--- config.mk ---
export PLATFORM = sky130hd
export DESIGN_NAME = state_report_tx
export DESIGN_NICKNAME = d
export VERILOG_FILES = /design/src/rtl/state_report_tx.sv
export SDC_FILE = /design/constraint.sdc
export NUM_CORES = 1
export LEC_CHECK = 0
export ABC_AREA = 1
export BUFFER_PORTS_ARGS = -buffer_cell sky130_fd_sc_hd__buf_4
export CORE_AREA = 2 2 62 50
export DETAILED_ROUTE_END_ITERATION = 6
export DIE_AREA = 0 0 64 52
export PLACE_DENSITY = 0.79
export SYNTH_ARGS = -nofsm -noshare
export SYNTH_HDL_FRONTEND = slang
export SYNTH_SLANG_ARGS = --single-unit
--- constraint.sdc ---
create_clock -name i_clk_sys -period 2.4 [get_ports i_clk_sys]
set_input_delay 0 -clock i_clk_sys [delete_from_list [all_inputs] [get_ports i_clk_sys]]
set_output_delay 0 -clock i_clk_sys [all_outputs]
set_load 0.005 [all_outputs]
--- src/rtl/state_report_tx.sv ---
// UART transmit side of the host link: sends a 3-byte state report frame
// (HEADER, state, HEADER^state; 8N1, LSB first) when the state changes or on request.
module state_report_tx #(
    parameter int unsigned CLK_FREQ = 50_000_000,
    parameter int unsigned BAUD     = 115200,
    parameter logic [7:0]  HEADER   = 8'hA5
) (
    input  logic       i_clk_sys,
    input  logic       i_rst,
    input  logic [7:0] i_state,
    input  logic       i_query,
    output logic       o_tx,
    output logic       o_busy,
    output logic       o_frame_done
);

    localparam int unsigned ClksPerBit = CLK_FREQ / BAUD;
    localparam int unsigned CntW       = (ClksPerBit > 1) ? $clog2(ClksPerBit) : 1;
    localparam logic [CntW-1:0] CntMax = CntW'(ClksPerBit - 1);

    typedef enum logic [1:0] {
        StIdle,
        StStart,
        StData,
        StStop
    } tx_state_e;

    tx_state_e        state_q, state_d;
    logic [CntW-1:0]  baud_cnt_q, baud_cnt_d;
    logic [2:0]       bit_idx_q, bit_idx_d;
    logic [1:0]       byte_idx_q, byte_idx_d;
    logic [7:0]       snap_q, snap_d;
    logic [7:0]       last_sent_q, last_sent_d;
    logic             pending_q, pending_d;
    logic             frame_done_q, frame_done_d;

    logic             bit_end;
    logic             trig;
    logic [7:0]       cur_byte;

    assign bit_end = (baud_cnt_q == CntMax);
    assign trig    = (i_state != last_sent_q) | i_query | pending_q;

    always_comb begin
        unique case (byte_idx_q)
            2'd0:    cur_byte = HEADER;
            2'd1:    cur_byte = snap_q;
            2'd2:    cur_byte = HEADER ^ snap_q;
            default: cur_byte = HEADER;
        endcase
    end

    always_comb begin
        state_d      = state_q;
        baud_cnt_d   = baud_cnt_q;
        bit_idx_d    = bit_idx_q;
        byte_idx_d   = byte_idx_q;
        snap_d       = snap_q;
        last_sent_d  = last_sent_q;
        pending_d    = pending_q;
        frame_done_d = 1'b0;

        unique case (state_q)
            StIdle: begin
                if (trig) begin
                    state_d     = StStart;
                    snap_d      = i_state;
                    last_sent_d = i_state;
                    pending_d   = 1'b0;
                    baud_cnt_d  = '0;
                    bit_idx_d   = '0;
                    byte_idx_d  = '0;
                end
            end
            StStart: begin
                if (bit_end) begin
                    baud_cnt_d = '0;
                    state_d    = StData;
                end else begin
                    baud_cnt_d = baud_cnt_q + CntW'(1);
                end
            end
            StData: begin
                if (bit_end) begin
                    baud_cnt_d = '0;
                    if (bit_idx_q == 3'd7) begin
                        bit_idx_d = '0;
                        state_d   = StStop;
                    end else begin
                        bit_idx_d = bit_idx_q + 3'd1;
                    end
                end else begin
                    baud_cnt_d = baud_cnt_q + CntW'(1);
                end
            end
            StStop: begin
                if (bit_end) begin
                    baud_cnt_d = '0;
                    if (byte_idx_q == 2'd2) begin
                        byte_idx_d   = '0;
                        state_d      = StIdle;
                        frame_done_d = 1'b1;
                    end else begin
                        byte_idx_d = byte_idx_q + 2'd1;
                        state_d    = StStart;
                    end
                end else begin
                    baud_cnt_d = baud_cnt_q + CntW'(1);
                end
            end
            default: state_d = StIdle;
        endcase

        // snap is frozen mid-frame; any new request is remembered for the next frame
        if (state_q != StIdle && (i_query || (i_state != snap_q))) begin
            pending_d = 1'b1;
        end
    end

    always_ff @(posedge i_clk_sys) begin
        if (i_rst) begin
            state_q      <= StIdle;
            baud_cnt_q   <= '0;
            bit_idx_q    <= '0;
            byte_idx_q   <= '0;
            snap_q       <= 8'h01;
            last_sent_q  <= 8'h01;
            pending_q    <= 1'b0;
            frame_done_q <= 1'b0;
        end else begin
            state_q      <= state_d;
            baud_cnt_q   <= baud_cnt_d;
            bit_idx_q    <= bit_idx_d;
            byte_idx_q   <= byte_idx_d;
            snap_q       <= snap_d;
            last_sent_q  <= last_sent_d;
            pending_q    <= pending_d;
            frame_done_q <= frame_done_d;
        end
    end

    always_comb begin
        case (state_q)
            StStart: o_tx = 1'b0;
            StData:  o_tx = cur_byte[bit_idx_q];
            default: o_tx = 1'b1;
        endcase
    end

    assign o_busy       = (state_q != StIdle);
    assign o_frame_done = frame_done_q;

endmodule

==> reports/results.tsv <==
metric	value	unit
outcome	finished clean	
synth_most_common_cell	nand2_1	
diodes	0	
core	2740	um2
synthesis.area	1640	um2
stdcell_area	1900	um2
peakVddDrop	0.830	mV
path_delay_family	flip-flops	
power_leakage	0.866	nW
crit_fanout	4	
numCtsBuffers	3	
timing.slew.headroom	63.2	%
clk_pin_slew	0.15	ns
synthAdderAreaFrac	9.90	%
final_layout_size_suffix_gt1_share	11.1	%
synth_top_area_cell	dfxtp_1	
nets	295	
placed_area	1760	um2
tightest_slew	0.552	ns
slew_viol_final	0	
power.switching	810	uW
ant_nets	0	
power_density	995	nW/um2
slowest_stage	dfxtp_1	
viasPerCell	5.11	
clkPwrFrac	16.4	%
wl_met1	1.75	mm
cts-root-buf	clkbuf_4	
vias	1573	
die_w	64	um
finalSetupViolations	0	
synth-compound-area-share	12.1	%
maxCapViolations	0	
port_buffers	13	
synth_top_family_by_area	simple AND/OR/NAND/NOR gates	
dpl.hpwl	2.48	mm
grt_max_degree	19	
setup_tns	0	ns
synthXorXnorAreaFrac	2.13	%
drc	0	
setup.worst_path.end_class	output port	
synth_edf_count	0	
p_sw_share	42.8	%
clockBufferDepth	2	
worst-path-buf-inv	3	
async_flop_share	0	%
top_layer	met4	
criticalPathCategory	reg -> out	
drt_iter0_markers	81	
globalRouteOverflowTotal	0	
synthSimpleGateAreaFrac	35.9	%
cp-start-kind	flop	
path_cells	inv_1, ha_1, inv_1, o21ai_0, o21ai_0, nand3_1, nand3b_1, nand2_1, nand2_1, nand2_1, buf_4	
synth.area.top_cells	dfxtp_1, nand2_1, ha_1	
initial_core_util	59.9	%
netlist_instances	248	
synth.distinct_cells	28	
dr.pass1.iters	4	
synth_fp_nets	272	
power_frac_comb	47.8	%
synth_common_cells	nand2_1, nor2_1, dfxtp_1, inv_1, o21ai_0	
finClkSkew	0.0171	ns
insertion_delay	0.34	ns
die-area	3330	um2
hold_path.class	in -> reg	
syn_avg_cell_area	6.62	um2
synth_seq_cells	26	
pwr-share-seq	35.8	%
muxShareOfSynthArea	0	%
finalHoldViolations	0	
postLayoutCoreUtil	69.4	%
wl	3.50	mm
place_congestion	0.878	
grt_pass1_vias	1428	
postCtsResizedCells	0	
ios	14	
period_share	80.4	%
cpMostUsedCell	nand2_1	
routedWlPerCell	11.4	um
die_height	52	um
critPathMaxStageDelay	0.40	ns
cts_tree	done	
grt_pass1_wl	6.08	mm
areaGrowthSynthToFinish	15.9	%
ys.flop_type	dfxtp_1	
yosysSeqAreaShare	31.7	%
synth_top_area_share	31.7	%
numClockSinks	26	
min_period	1.93	ns
dr_wl_met3	146	um
wl_met2	1.54	mm
required	2.40	ns
yosys_warnings	0	
antenna_found_initial	0	
max_freq	518	MHz
rrSetupSlack	0.61	ns
grt_usage	23.5	%
num_rows	17	
grt_setup_unrepaired	no	
htreeDepth	1	
p_int	1.08	mW
crit_arrival	1.93	ns
## path summary, 6_finish.rpt
kind	start	end	depth (start not counted)
worst min register to register	baud_cnt_q[5]	baud_cnt_q[5]	2
worst min-delay path	i_query	pending_q	9
worst max register to register	state_q[0]	state_q[0]	8
worst max-delay path	byte_idx_q[0]	o_tx	11
## per-layer routing
metal	up-vias	track usage (%)
met5	-	0
met4	0	7.97
met3	9	5.63
met2	26	39.4
met1	698	29.8
li1	840	-
## placed cells by master (no fill, tap or decap), drive strengths merged
master	synthesis	final
nand2	66	66
nor2	39	39
inv	29	29
dfxtp	26	26
o21ai	18	18
nand3	18	18
a21oi	15	15
ha	13	13
buf	1	13
dlygate4sd3	0	9
or2	4	4
nand3b	3	3
nand4	3	3
clkbuf	3	3
o31ai	2	2
nor3	2	2
xor2	2	2
xnor2	2	2
o21bai	1	1
o211ai	1	1
bufinv	0	1
## metrics by stage
step | hold slack, ns | power (mW) | std cells | setup slack, ns
2_1_floorplan | 0.165 | 1.35 | 248 | 0.799
3_3_place_gp | 0.253 | 1.55 | 295 | 0.676
3_5_place_dp | 0.254 | 1.57 | 295 | 0.625
4_1_cts | 0.217 | 1.90 | 308 | 0.454
5_1_grt | 0.262 | 2.09 | 308 | 0.236
6_report | 0.218 | 1.89 | 308 | 0.471
## state kept, by name (all words and copies together), names as in the netlist
register and flops:
byte_idx_q 2, bit_idx_q 3, pending_q 1, state_q 2
baud_cnt_q 9, o_frame_done 1, last_sent_q 8
## cell type report
cell class              count  area [um2]
multi-input cells         189         987
clock buffers               3        22.5
well taps                  38        47.5
flip-flops and latches     26         520
repair buffers             22         188
clock inverters             1        30.0
fillers                   243         840
inverters                  29         109
## power groups by stage
stage / clock network, mW / registers [mW] / logic (mW)
2_1_floorplan: 0 / 0.644 / 0.702
3_3_place_gp: 0 / 0.684 / 0.869
3_5_place_dp: 0 / 0.688 / 0.886
4_1_cts: 0.317 / 0.677 / 0.906
5_1_grt: 0.327 / 0.696 / 1.07
6_report: 0.310 / 0.678 / 0.905
## worst register-to-register path, stage by stage, from the launching register on
cell     delay, ns
dfxtp_1       0.40
inv_1         0.12
ha_1          0.29
or2_2         0.33
o21ai_0       0.28
nand2_1       0.12
nand2_1       0.07
nand2_1       0.04
nor2_1        0.10
## logic make-up after synthesis
kind of cell | Yosys count
and+or+nand+nor | 135
DFF | 26
AOI/OAI and AO/OA | 37
buffers and inverters | 33
adders and majority gates | 13
xor gates and xnor gates | 4
## repair_timing
action | 4_1_cts | 5_1_grt
hold endpoints to repair | 16 | 0
hold buffers | 9 | 0
setup buffers | 0 | 0
Power figures use the tool's default switching activity.
